`src/rtl/demod_pkg.sv`:
```
// Shared definitions for the demod sequencer: FSM state encoding,
// chip word width and default configuration values.
package demod_pkg;
  localparam int CHIP_WORD_W     = 32;
  localparam int DEFAULT_DECIM   = 4;
  localparam int DEFAULT_TIMEOUT = 8;

  typedef enum logic [1:0] {
    IDLE        = 2'd0,
    WAIT_SAMPLE = 2'd1,
    ISSUE       = 2'd2,
    WAIT_DONE   = 2'd3
  } seq_state_e;
endpackage

```
`src/rtl/chip_packer.sv`:
```
// chip_packer: shifts CORDIC direction bits MSB-first into a chip word and
// presents completed words on a valid/ready output register.
// Ports:
//   clk, rst_n           clock, async active-low reset
//   clear                synchronous restart (accumulator, count, valid, overflow)
//   bit_valid, bit_in    one direction bit to pack
//   word_ready           downstream accepts o_word this cycle
//   word, word_valid     completed chip word and its valid flag
//   overflow             sticky: a completed word was lost
module chip_packer
  import demod_pkg::*;
(
  input  logic                   clk,
  input  logic                   rst_n,
  input  logic                   clear,
  input  logic                   bit_valid,
  input  logic                   bit_in,
  input  logic                   word_ready,
  output logic [CHIP_WORD_W-1:0] word,
  output logic                   word_valid,
  output logic                   overflow
);
  localparam int CW = $clog2(CHIP_WORD_W);

  logic [CHIP_WORD_W-1:0] acc, acc_next;
  logic [CW-1:0]          bit_cnt;
  logic                   last_bit;

  assign acc_next = {acc[CHIP_WORD_W-2:0], bit_in};
  assign last_bit = bit_valid && (bit_cnt == CW'(CHIP_WORD_W - 1));

  always_ff @(posedge clk or negedge rst_n) begin
    if (!rst_n) begin
      acc        <= '0;
      bit_cnt    <= '0;
      word       <= '0;
      word_valid <= 1'b0;
      overflow   <= 1'b0;
    end else if (clear) begin
      acc        <= '0;
      bit_cnt    <= '0;
      word_valid <= 1'b0;
      overflow   <= 1'b0;
    end else begin
      if (bit_valid) begin
        acc     <= last_bit ? '0 : acc_next;
        bit_cnt <= last_bit ? '0 : bit_cnt + 1'b1;
      end
      // A free slot, or one being emptied by this cycle's handshake, takes
      // the new word; otherwise the new word is lost and overflow sticks.
      if (last_bit && (!word_valid || word_ready)) begin
        word       <= acc_next;
        word_valid <= 1'b1;
      end else begin
        if (last_bit) overflow <= 1'b1;
        if (word_valid && word_ready) word_valid <= 1'b0;
      end
    end
  end
endmodule

```
`src/rtl/demod_sequencer.sv`:
```
// demod_sequencer: decimates an IQ sample stream, hands one selected sample
// at a time to a CORDIC demodulator and packs the returned direction bits
// into 32-bit chip words.
// Optional feature macro: DEMOD_SEQ_TIMEOUT_EN -- abandons a CORDIC request
// after TIMEOUT cycles in WAIT_DONE and pulses o_timeout; without it the
// sequencer waits for done indefinitely and o_timeout is tied low.
// Ports:
//   clk, rst_n                      clock, async active-low reset
//   i_clear                         synchronous soft restart (highest priority)
//   i_sample_valid, i_I, i_Q        input sample strobe and 4-bit IQ
//   o_cordic_enable                 one-cycle CORDIC start pulse
//   o_cordic_I, o_cordic_Q          sample held for the CORDIC
//   i_cordic_done, i_cordic_dir     CORDIC completion and direction bit
//   o_word, o_word_valid, i_word_ready  packed chip word handshake
//   o_drop                          selected sample discarded (CORDIC busy)
//   o_overflow                      sticky: completed word lost
//   o_timeout                       one-cycle CORDIC timeout pulse
//   o_busy                          high in ISSUE / WAIT_DONE
module demod_sequencer
  import demod_pkg::*;
#(
  parameter int DECIM   = DEFAULT_DECIM,
  parameter int TIMEOUT = DEFAULT_TIMEOUT
) (
  input  logic        clk,
  input  logic        rst_n,
  input  logic        i_clear,
  input  logic        i_sample_valid,
  input  logic [3:0]  i_I,
  input  logic [3:0]  i_Q,
  output logic        o_cordic_enable,
  output logic [3:0]  o_cordic_I,
  output logic [3:0]  o_cordic_Q,
  input  logic        i_cordic_done,
  input  logic        i_cordic_dir,
  output logic [31:0] o_word,
  output logic        o_word_valid,
  input  logic        i_word_ready,
  output logic        o_drop,
  output logic        o_overflow,
  output logic        o_timeout,
  output logic        o_busy
);
  seq_state_e state, state_next;
  logic [3:0] dec_cnt;
  logic       sel, tmo_hit, in_flight;

  assign sel       = i_sample_valid && (dec_cnt == 4'd0);
  assign in_flight = (state == ISSUE) || (state == WAIT_DONE);

  // Decimation runs in every state so selection phase is independent of
  // whether the CORDIC is busy.
  always_ff @(posedge clk or negedge rst_n) begin
    if (!rst_n)              dec_cnt <= '0;
    else if (i_clear)        dec_cnt <= '0;
    else if (i_sample_valid) dec_cnt <= (dec_cnt == 4'(DECIM - 1)) ? 4'd0 : dec_cnt + 4'd1;
  end

  always_ff @(posedge clk or negedge rst_n) begin
    if (!rst_n) begin
      o_cordic_I <= '0;
      o_cordic_Q <= '0;
    end else if (!i_clear && (state == WAIT_SAMPLE) && sel) begin
      o_cordic_I <= i_I;
      o_cordic_Q <= i_Q;
    end
  end

`ifdef DEMOD_SEQ_TIMEOUT_EN
  localparam int TW = $clog2(TIMEOUT + 1);
  logic [TW-1:0] tmo_cnt;

  always_ff @(posedge clk or negedge rst_n) begin
    if (!rst_n)                            tmo_cnt <= '0;
    else if (i_clear || state != WAIT_DONE) tmo_cnt <= '0;
    else                                   tmo_cnt <= tmo_cnt + 1'b1;
  end

  assign tmo_hit = (state == WAIT_DONE) && !i_cordic_done && (tmo_cnt == TW'(TIMEOUT - 1));
`else
  logic unused_timeout;
  assign unused_timeout = (TIMEOUT != 0);
  assign tmo_hit        = 1'b0;
`endif

  // State register
  always_ff @(posedge clk or negedge rst_n) begin
    if (!rst_n) state <= IDLE;
    else        state <= state_next;
  end

  // Next-state logic
  always_comb begin
    state_next = state;
    unique case (state)
      IDLE:        state_next = WAIT_SAMPLE;
      WAIT_SAMPLE: if (sel) state_next = ISSUE;
      ISSUE:       state_next = WAIT_DONE;
      WAIT_DONE:   if (i_cordic_done || tmo_hit) state_next = WAIT_SAMPLE;
      default:     state_next = IDLE;
    endcase
    if (i_clear) state_next = IDLE;
  end

  // Outputs
  always_comb begin
    o_busy          = in_flight;
    o_cordic_enable = (state == ISSUE) && !i_clear;
    o_drop          = sel && in_flight && !i_clear;
    o_timeout       = tmo_hit && !i_clear;
  end

  chip_packer u_packer (
    .clk        (clk),
    .rst_n      (rst_n),
    .clear      (i_clear),
    .bit_valid  ((state == WAIT_DONE) && i_cordic_done),
    .bit_in     (i_cordic_dir),
    .word_ready (i_word_ready),
    .word       (o_word),
    .word_valid (o_word_valid),
    .overflow   (o_overflow)
  );
endmodule

```
`config.mk`:
```
export PLATFORM = sky130hd
export DESIGN_NAME = demod_sequencer
export DESIGN_NICKNAME = d
export VERILOG_FILES = /design/src/rtl/demod_pkg.sv /design/src/rtl/chip_packer.sv /design/src/rtl/demod_sequencer.sv
export SDC_FILE = /design/constraint.sdc
export NUM_CORES = 1
export LEC_CHECK = 0
export ABC_AREA = 1
export CAP_MARGIN = 20
export CORE_MARGIN = 3
export CORE_UTILIZATION = 35
export DETAILED_ROUTE_END_ITERATION = 6
export PLACE_DENSITY = 0.64
export SYNTH_ARGS = -nofsm -noshare
export SYNTH_HDL_FRONTEND = slang
export SYNTH_HIERARCHICAL = 1
export SYNTH_SLANG_ARGS = --single-unit
```
`constraint.sdc`:
```
create_clock -name clk -period 3.26 [get_ports clk]
set_clock_uncertainty 0.05 [all_clocks]
set_input_delay 0.489 -clock clk [delete_from_list [all_inputs] [get_ports clk]]
set_output_delay 0.489 -clock clk [all_outputs]
set_load 0.05 [all_outputs]
```
# --- Word level (Yosys, flattened, before mapping) ---
# Index checks and enable logic that the tools add are counted.
word_totals:
  register_bits: 84
  word_cells: 62
classes:
  addsub: 2
  n_eq_ne: 8
  muxes: 19
  n_bitwise: 1
  reduce_logical: 23
op_table:
  columns: ["cell", "count"]
  rows:
  - ["two-way mux 31 bit", 3]
  - ["two-way mux 5 bit", 3]
  - ["two-way mux 4 bit", 3]
  - ["logical AND 1 bit", 10]
  - ["case mux 2 bit (4 select lines)", 1]
  - ["two-way mux 1 bit", 6]
  - ["two-way mux 2 bit", 3]
  - ["!= test 3 bit, second input constant", 2]
  - ["AND reduction 2 bit", 3]
  - ["nonzero test 2 bit", 3]
  - ["adder 5 x 1 -> 5 bit, second input constant", 1]
  - ["equality test 5 bit, second input constant", 1]
  - ["adder 4 x 1 -> 4 bit, second input constant", 1]
  - ["equality test 2 bit, second input constant", 2]
  - ["equality test 4 x 2 -> 1 bit, second input constant", 1]
  - ["logical NOT 4 bit", 1]
  - ["nonzero test 3 bit", 1]
  - ["equality test 2 x 1 -> 1 bit, second input constant", 1]
  - ["logical NOT 1 bit", 2]
  - ["logical NOT 2 bit", 1]
  - ["logical OR 1 bit", 2]
  - ["!= test 2 bit, second input constant", 1]
  - ["inverter 1 bit", 1]

# --- Longest topological paths before layout ---
# Gate-level depths: netlist of run 1.
logic_depth:
  ltp_word: 6
  mapped_depth: 9
  ltp_nobuf: 9

# --- Cells and area by module ---
# Netlist of run 1, hierarchy kept.
by_module_without_submodules:
  columns: ["module", "instances", "cells_each", "area_each_um2", "seq_area_each_um2"]
  rows:
  - ["chip_packer", 1, 276, 2865.2, 1751.7]
  - ["demod_sequencer", 1, 96, 784.5, 350.3]

# --- Worst setup path before layout of run 1 ---
# OpenSTA, ideal clock, no wires.
synth_timing:
  kind: "register -> output"
  startpoint: "reg dec_cnt[0]"
  endpoint: "out o_drop"
  t_arrival_ns: 1.816
  slack_ns: 0.905
  stages_incl_launch_ff: 7
  path_cell_list: "dfrtp_1 -> inv_1 -> ha_1 -> nand2_1 -> inv_1 -> nand2_1 -> nor3_1"
synth_between:
  elab_chain_cells: 4
synth_rtl:
  columns: ["element", "line", "text"]
  rows:
  - ["start, declared", "demod_sequencer.sv:45", "logic [3:0] dec_cnt;"]
  - ["start signal, assigned", "demod_sequencer.sv:56", "else if (i_sample_valid) dec_cnt <= (dec_cnt == 4'(DECIM - 1)) ? 4'd0 : dec_cnt + 4'd1;"]
  - ["logical NOT 4 bit", "demod_sequencer.sv:48", "assign sel = i_sample_valid && (dec_cnt == 4'd0);"]
  - ["logical AND 1 bit", "demod_sequencer.sv:48", null]
  - ["logical AND 1 bit (2 in a row)", "demod_sequencer.sv:109", "o_drop = sel && in_flight && !i_clear;"]
  - ["end, declared", "demod_sequencer.sv:39", "output logic o_drop,"]
# No other way between the ends.

# --- Worst setup path after layout of run 1 ---
layout_timing:
  startpoint: "reg state[0]"
  endpoint: "out o_cordic_enable"
layout_between:
  elab_chain_cells: 2
layout_rtl:
  columns: ["element", "line", "text"]
  rows:
  - ["start, declared", "demod_sequencer.sv:44", "seq_state_e state, state_next;"]
  - ["start signal, assigned", "demod_sequencer.sv:89", "else state <= state_next;"]
  - ["equality test 2 bit", "demod_sequencer.sv:108", "o_cordic_enable = (state == ISSUE) && !i_clear;"]
  - ["logical AND 1 bit", "demod_sequencer.sv:108", null]
  - ["end, declared", "demod_sequencer.sv:31", "output logic o_cordic_enable,"]
# No other way between the ends.

==> results.rst, run 1 <==
.. list-table::
   :header-rows: 1

   * - Metric
     - Value
   * - Final setup margin
     - 0.764 ns
   * - Detailed placement HPWL
     - 4530 um
   * - Post-synth top area cell
     - dfrtp_1
   * - Critical Path Fanout Max
     - 5
   * - Setup Total Neg Slack
     - 0 ns
   * - Fillcell total
     - 960
   * - Netlist area before placement
     - 3650 um^2
   * - Synthesized-area fraction occupied by adder cells
     - 2.74%
   * - Die X-Extent
     - 108 um
   * - Global-route total usage across every layer
     - 12.6%
   * - Io pins
     - 61
   * - Count of input and output buffers
     - 59
   * - Worst max-slew margin expressed relative to the limit
     - 65.1%
   * - Crit end category
     - output pin
   * - WL/cell
     - 11.9 um
   * - Largest buffer count on any clock path
     - 2
   * - Proportion of total power due to net switching
     - 31.7%
   * - Arrival time reported for the critical path endpoint
     - 1.96 ns
   * - FMAX
     - 401 MHz
   * - Most common cell in the synthesized netlist
     - nand2_1
   * - Number of warning messages in the yosys log
     - 6
   * - FFs w/ async S/R, synth
     - 100%
   * - Max-slew violations
     - 0
   * - Wire length of the first global-routing pass
     - 11,700 um
   * - Master cell of the clock root buffer
     - clkbuf_8
   * - Compound-gate portion of the synthesized area
     - 13.1%
   * - Std-Cell Rows
     - 36
   * - Required time worst endpoint
     - 2.72 ns
   * - FF+latch count, synth
     - 84
   * - Power density relative to cell area
     - 557 nW/um^2
   * - # H-tree levels
     - 3
   * - Core ar.
     - 9950 um^2
   * - Fraction of layout instances using a drive strength above 1
     - 14.8%
   * - Average cell area after synthesis
     - 9.81 um^2
   * - Antenna violations before repair
     - 0
   * - Chip height
     - 108 um
   * - Final setup vio count
     - 0
   * - Fraction of synthesized cell area in xor and xnor cells
     - 0%
   * - Worst Tran Pin Value
     - 0.522 ns
   * - Worst hold path type
     - flop to flop
   * - Area fraction of the dominant cell type after synthesis
     - 57.6%
   * - Met1 routed wirelength after detailed routing
     - 3160 um
   * - Detailed Routing Iterations Pass 1
     - 4
   * - Post-Place Worst Slack
     - 0.841 ns
   * - Share of cell area taken by muxes after synthesis
     - 0%
   * - Total grt overflow
     - 0
   * - Number of enable flip-flop cells after synthesis
     - 0
   * - Final ANT Viol Nets
     - 0
   * - Combinational fraction of design power
     - 22.0%
   * - Via count
     - 2,577
   * - Final-layout worst hold slack
     - 0.424 ns
   * - Number of distinct library cells after synthesis
     - 26
   * - Floorplan die area
     - 11,700 um^2
   * - Number of placed instances with taps included
     - 553
   * - Antenna diode instance count
     - 0
   * - Post-cts resize count
     - 0
   * - Worst-Skew Late Latency
     - 0.35 ns
   * - Routed wl met2
     - 3220 um
   * - Routed wl met3
     - 355 um
   * - Period minus WS final
     - 2.50 ns
   * - Switching component of the power
     - 0.807 mW
   * - Flop-to-flop setup slack
     - 1.07 ns
   * - Part of the power in registers
     - 45.0%
   * - Share of power burned in the clock network
     - 32.9%
   * - Initial core utilization
     - 36.7%
   * - Post-synthesis share of cell area spent on and, or, nand and nor gates
     - 17.7%
   * - Unrepaired setup endpoints after global routing
     - false
   * - Post-route DRC violation count
     - 0
   * - Max Cap Violations
     - 0
   * - Clock-pin slew of the registers on the worst-case setup and hold paths
     - 0.08 ns
   * - RD Place Congestion
     - 0.771
   * - Cells after synthesis
     - 372
   * - Largest family of logic cells by synthesized area
     - simple AND/OR/NAND/NOR gates
   * - Final period utilization
     - 76.6%
   * - Most area-consuming cells after synthesis
     - dfrtp_1 58%, nand2_1 10%, o21ai_2 7.7%, inv_1 4.6%, o21ai_0 3.8%
   * - Cts bufs inserted
     - 9
   * - Net count of the finished layout
     - 456
   * - Number of hold-slack violations in the final timing report
     - 0
   * - CTS tree
     - yes
   * - Post-synthesis sequential area ratio
     - 57.6%
   * - Cell Count, Final, Fillers Out
     - 571
   * - Post-Syn Nets
     - 395
   * - Layout overhead on the synthesized area
     - 25.2%
   * - Pin count of the biggest net entering global routing
     - 85
   * - Highest metal layer with signal wires
     - met4
   * - Outcome
     - complete, no violations
   * - Post-synth top flop
     - dfrtp_1
   * - Internal power
     - 1.74 mW
   * - List of most frequent post-synthesis cells
     - 100 x nand2_1, 84 x dfrtp_1, 45 x inv_1, 32 x o21ai_2, 28 x o21ai_0
   * - Worst ir drop on vdd
     - 0.000323 V
   * - Via count of the first global-routing pass
     - 2,467
   * - Total wirelength of the detailed-routed design
     - 6780 um
   * - Reported leakage power
     - 2.07 nW
   * - Critical path start-end classification
     - flop to output pin
   * - Startpoint type of the worst setup path
     - flop
   * - Via count normalized by instance count
     - 4.51
   * - Number of setup buffers added after CTS
     - 0
   * - Num Clock Sinks
     - 84
   * - Iteration-0 DRC count of the detailed router
     - 141
==> worst paths after layout <==
kind                       cells past startpoint                       startpoint                            end
setup / recovery                               5             state[0]$_DFFE_PN0P_                o_cordic_enable
hold / removal                                 2        o_cordic_I[3]$_DFFE_PN0P_      o_cordic_I[3]$_DFFE_PN0P_
setup reg to reg                               9  u_packer/bit_cnt[1]$_DFFE_PN0P_  u_packer/word[23]$_DFFE_PN0P_
hold reg to reg                                2        o_cordic_I[3]$_DFFE_PN0P_      o_cordic_I[3]$_DFFE_PN0P_
max in group asynchronous                      3                            rst_n   u_packer/acc[10]$_DFFE_PN0P_
min in group asynchronous                      2                            rst_n   u_packer/word[9]$_DFFE_PN0P_
==> through the flow <==
stage / util (%) / cell area [um^2] / power, mW
floorplan: - / 3650 / 1.53
global placement: 43.2 / 4300 / 1.72
detailed placement: 43.2 / 4300 / 1.73
CTS: 45.5 / 4530 / 2.59
global route: 45.9 / 4570 / 2.69
finish: 45.9 / 4570 / 2.55
==> state kept, by name, summed over array words and instances, names as in the netlist <==
register / cells
u_packer/overflow: 1
u_packer/bit_cnt: 5
dec_cnt: 4
u_packer/acc: 31
u_packer/word: 32
state: 2
o_cordic_Q: 4
u_packer/word_valid: 1
o_cordic_I: 4
==> cell families after synthesis <==
| family | Yosys count |
|---|---|
| flops | 84 |
| buf+inv | 63 |
| simple gates | 145 |
| compound gates | 71 |
| other cells | 1 |
| fa+ha+maj | 8 |
==> power by group through the flow <==
| stage | Sequential (mW) | Combinational [mW] | Clock, mW |
|---|---|---|---|
| 2_1_floorplan | 1.33 | 0.201 | 0 |
| 3_3_place_gp | 1.16 | 0.558 | 0 |
| 3_5_place_dp | 1.17 | 0.564 | 0 |
| 4_1_cts | 1.15 | 0.566 | 0.874 |
| 5_1_grt | 1.16 | 0.609 | 0.926 |
| 6_report | 1.15 | 0.561 | 0.839 |
==> layout make-up <==
type	instances	area (um^2)	area share [%]
clock buffers	10	138	3.01
clock inverters	6	93.8	2.05
inverters	49	184	4.02
multi-input cells	225	1230	26.9
flip-flops and latches	84	2100	46.0
well taps	133	166	3.64
repair buffers	64	658	14.4
==> timing repair <==
action | CTS | global route
setup endpoints to repair | 0 | 0
hold buffers | 0 | 1
hold endpoints to repair | 0 | 13
==> worst max-delay path, cell delays in order (launching register included) <==
cell	delay [ns]
dfrtp_1	0.44
inv_1	0.08
ha_1	0.16
inv_1	0.04
nor2_1	0.09
clkdlybuf4s50_1	0.81
==> layer usage <==
metal  vias up  track usage (%)
li1       1299                -
met1      1227             16.6
met2        47             19.8
met3         4             3.58
met4         0             4.60
met5         -                0
==> cell usage in the layout (no fill, tap or decap), types with 2 or more instances in the layout <==
master and count:
a21oi_1 4, buf_4 4, bufinv_16 2, clkbuf_8 10
clkdlybuf4s50_1 57, dfrtp_1 84, ha_1 8, inv_1 45
inv_2 4, inv_6 2, nand2_1 100, nand2_4 2
nand3_1 17, nand4_1 4, nor2_1 14, o21ai_0 28
o21ai_1 6, o21ai_2 32
No activity file was read; power rests on OpenSTA's default activity.
==> inputs of run 2 (changes only) <==
==> constraint.sdc (replaced) <==
create_clock -name clk -period 2.6 [get_ports clk]
set_clock_uncertainty 0.05 [all_clocks]
set_input_delay 0.39 -clock clk [delete_from_list [all_inputs] [get_ports clk]]
set_output_delay 0.39 -clock clk [all_outputs]
set_load 0.05 [all_outputs]
==> run 2 against run 1 <==
  * Hold slack better by 0.0056 ns
  * Final cell count increased by 0.35%
  * Sequential power is 25% higher
  * Die area did not move
  * First-iteration DRC count is 48% higher
  * Largest cell class unchanged
  * Largest power group unchanged
  * Highest routed layer unchanged
==> results.rst, run 2 (synthesis gave the netlist of run 1 again) <==
.. list-table::
   :header-rows: 1

   * - Metric
     - Value
   * - Outcome
     - complete, no violations (unchanged)
   * - Critical path start-end classification
     - flop to output pin (unchanged)
   * - Cell at the slowest stage of the critical path
     - clkdlybuf4s50_1 (unchanged)
   * - Required time worst endpoint
     - 2.16 ns (was 2.72 ns)
   * - Most frequent cells in the layout
     - 100 x nand2_1, 84 x dfrtp_1, 56 x clkdlybuf4s50_1 (was 100 x nand2_1, 84 x dfrtp_1, 57 x clkdlybuf4s50_1)
   * - Pin count of the biggest net entering global routing
     - 49 (was 85)
   * - Via count of the first global-routing pass
     - 2,470 (was 2,467)
   * - Num Clock Sinks
     - 84 (unchanged)
   * - Largest registers
     - u_packer/word (32), u_packer/acc (31), u_packer/bit_cnt (5) (unchanged)
   * - Cell Count, Final, Fillers Out
     - 573 (was 571)
   * - Worst hold path type
     - flop to flop (unchanged)
   * - Worst Tran Pin Value
     - 0.605 ns (was 0.522 ns)
   * - Global-route total usage across every layer
     - 12.4% (was 12.6%)
   * - Die X-Extent
     - 108 um (unchanged)
   * - Cells along the critical path
     - inv_1, ha_1, nor2_1, inv_1, clkdlybuf4s50_1 (was inv_1, ha_1, inv_1, nor2_1, clkdlybuf4s50_1)
   * - Fraction of layout instances using a drive strength above 1
     - 15.5% (was 14.8%)
   * - Reported leakage power
     - 2.07 nW (about the same)
   * - Setup Total Neg Slack
     - 0 ns (unchanged)
   * - Final setup margin
     - 0.211 ns (was 0.764 ns)
   * - Max Cap Violations
     - 0 (unchanged)
   * - FMAX
     - 419 MHz
   * - Floorplan die area
     - 11,700 um^2 (unchanged)
   * - Area post-placement
     - 4370 um^2 (was 4300 um^2)
   * - Worst max-slew margin expressed relative to the limit
     - 59.7% (was 65.1%)
   * - Worst ir drop on vdd
     - 0.000454 V (was 0.000323 V)
   * - Unrepaired setup endpoints after global routing
     - false (unchanged)
   * - WL/cell
     - 11.7 um (was 11.9 um)
   * - Wire length of the first global-routing pass
     - 11,600 um (was 11,700 um)
   * - Number of placed instances with taps included
     - 556 (was 553)
   * - Clock-pin slew of the registers on the worst-case setup and hold paths
     - 0.10 ns (was 0.08 ns)
   * - Number of hold-slack violations in the final timing report
     - 0 (unchanged)
   * - Crit-path most repeated cell
     - inv_1 (unchanged)
   * - Share of power burned in the clock network
     - 29.1% (was 32.9%)
   * - Max reg flops
     - 32 (unchanged)
   * - Final setup vio count
     - 0 (unchanged)
   * - Iteration-0 DRC count of the detailed router
     - 208 (was 141)
   * - Post-route DRC violation count
     - 0 (unchanged)
   * - Detailed Routing Iterations Pass 1
     - 4 (unchanged)
   * - Detailed placement HPWL
     - 4650 um (was 4530 um)
   * - Period minus WS final
     - 2.39 ns
   * - Final period utilization
     - 91.9%
   * - RD Place Congestion
     - 0.777 (was 0.771)
   * - Critical Path Fanout Max
     - 5 (unchanged)
   * - Hold Buf Count CTS
     - 1 (was 0)
   * - Arrival time reported for the critical path endpoint
     - 1.95 ns (was 1.96 ns)
   * - Fin area
     - 4570 um^2 (about the same)
   * - Internal power
     - 1.98 mW (was 1.74 mW)
   * - Commonest non-fill, non-tap cell in the layout
     - nand2_1 (unchanged)
   * - Startpoint type of the worst setup path
     - flop (unchanged)
   * - Largest reg by FF count
     - u_packer/word (unchanged)
   * - Total grt overflow
     - 0 (unchanged)
   * - Antenna violations before repair
     - 0 (unchanged)
   * - Io pins
     - 61 (unchanged)
   * - Antenna diode instance count
     - 0 (unchanged)
   * - Combinational fraction of design power
     - 23.5% (was 22.0%)
   * - Largest stage delay on the critical path
     - 0.69 ns (was 0.81 ns)
   * - Cts bufs inserted
     - 9 (unchanged)
   * - Proportion of total power due to net switching
     - 34.7% (was 31.7%)
   * - Share of the core filled with cells
     - 45.9% (about the same)
   * - Worst-Skew Late Latency
     - 0.36 ns (was 0.35 ns)
   * - Layout overhead on the synthesized area
     - 25.3% (was 25.2%)
   * - Via count normalized by instance count
     - 4.51 (about the same)
   * - # H-tree levels
     - 3 (unchanged)
   * - Part of the power in registers
     - 47.4% (was 45.0%)
   * - Power density relative to cell area
     - 664 nW/um^2 (was 557 nW/um^2)
   * - Initial core utilization
     - 36.7% (unchanged)
   * - Chip height
     - 108 um (unchanged)
   * - Std-Cell Rows
     - 36 (unchanged)
   * - Max-slew violations
     - 0 (unchanged)
   * - Largest buffer count on any clock path
     - 2 (unchanged)
   * - Switching component of the power
     - 1.05 mW (was 0.807 mW)
   * - Core ar.
     - 9950 um^2 (unchanged)
   * - CTS tree
     - yes (unchanged)
   * - Crit end category
     - output pin (unchanged)
   * - Final ANT Viol Nets
     - 0 (unchanged)
   * - Number of setup buffers added after CTS
     - 0 (unchanged)
   * - Via count
     - 2,583 (was 2,577)
   * - Net count of the finished layout
     - 458 (was 456)
   * - Master cell of the clock root buffer
     - clkbuf_8 (unchanged)
   * - Count of input and output buffers
     - 59 (unchanged)
   * - Post-Place Worst Slack
     - 0.477 ns (was 0.841 ns)
   * - Total wirelength of the detailed-routed design
     - 6730 um (was 6780 um)
   * - Flop-to-flop setup slack
     - 0.61 ns (was 1.07 ns)
   * - Post-cts resize count
     - 0 (unchanged)
==> run 2: metrics by stage <==
| stage | total power [mW] | hold slack [ns] |
|---|---|---|
| 2_1_floorplan | 1.92 | 0.0444 |
| 3_3_place_gp | 2.18 | 0.395 |
| 3_5_place_dp | 2.19 | 0.395 |
| 4_1_cts | 3.09 | 0.434 |
| 5_1_grt | 3.19 | 0.451 |
| 6_report | 3.04 | 0.429 |
==> run 2: worst paths after layout <==
check,start,end,cells after the start
max,state[0]$_DFFE_PN0P_,o_busy,5
min,o_cordic_Q[0]$_DFFE_PN0P_,o_cordic_Q[0]$_DFFE_PN0P_,2
max reg2reg,u_packer/bit_cnt[1]$_DFFE_PN0P_,u_packer/word[23]$_DFFE_PN0P_,9
min reg2reg,o_cordic_Q[0]$_DFFE_PN0P_,o_cordic_Q[0]$_DFFE_PN0P_,2
max in group asynchronous,rst_n,u_packer/acc[24]$_DFFE_PN0P_,3
min in group asynchronous,rst_n,u_packer/word[15]$_DFFE_PN0P_,2
==> run 2: layer usage <==
layer  share of wire [%]  track usage (%)
met1                  49             17.5
met2                  45             18.5
met5                   0                0
met4                 1.4             5.41
met3                 4.3             2.57
==> run 2: worst max-delay path: cells and delay by family (launching register included) <==
kind / cells / cell delay [ns]
buffers and inverters: 3 / 0.81
adder cells (fa/ha/maj): 1 / 0.21
AND/OR/NAND/NOR: 1 / 0.14
flip-flops: 1 / 0.44
==> run 2: area by class of cell <==
| type | instances | area, um^2 |
|---|---|---|
| Fill cell | 963 | 5380 |
| Sequential cell | 84 | 2100 |
| Multi-Input combinational cell | 225 | 1230 |
| Timing Repair Buffer | 66 | 701 |
| Inverter | 49 | 184 |
| Tap cell | 133 | 166 |
| Clock buffer | 9 | 124 |
| Clock inverter | 7 | 66.3 |
==> run 2: power groups by stage <==
stage          Clock (mW)  Sequential [mW]  Combinational (mW)
6_report            0.883             1.44               0.714
3_5_place_dp            0             1.47               0.722
3_3_place_gp            0             1.46               0.716
5_1_grt             0.975             1.45               0.769
4_1_cts             0.920             1.44               0.726
2_1_floorplan           0             1.67               0.252
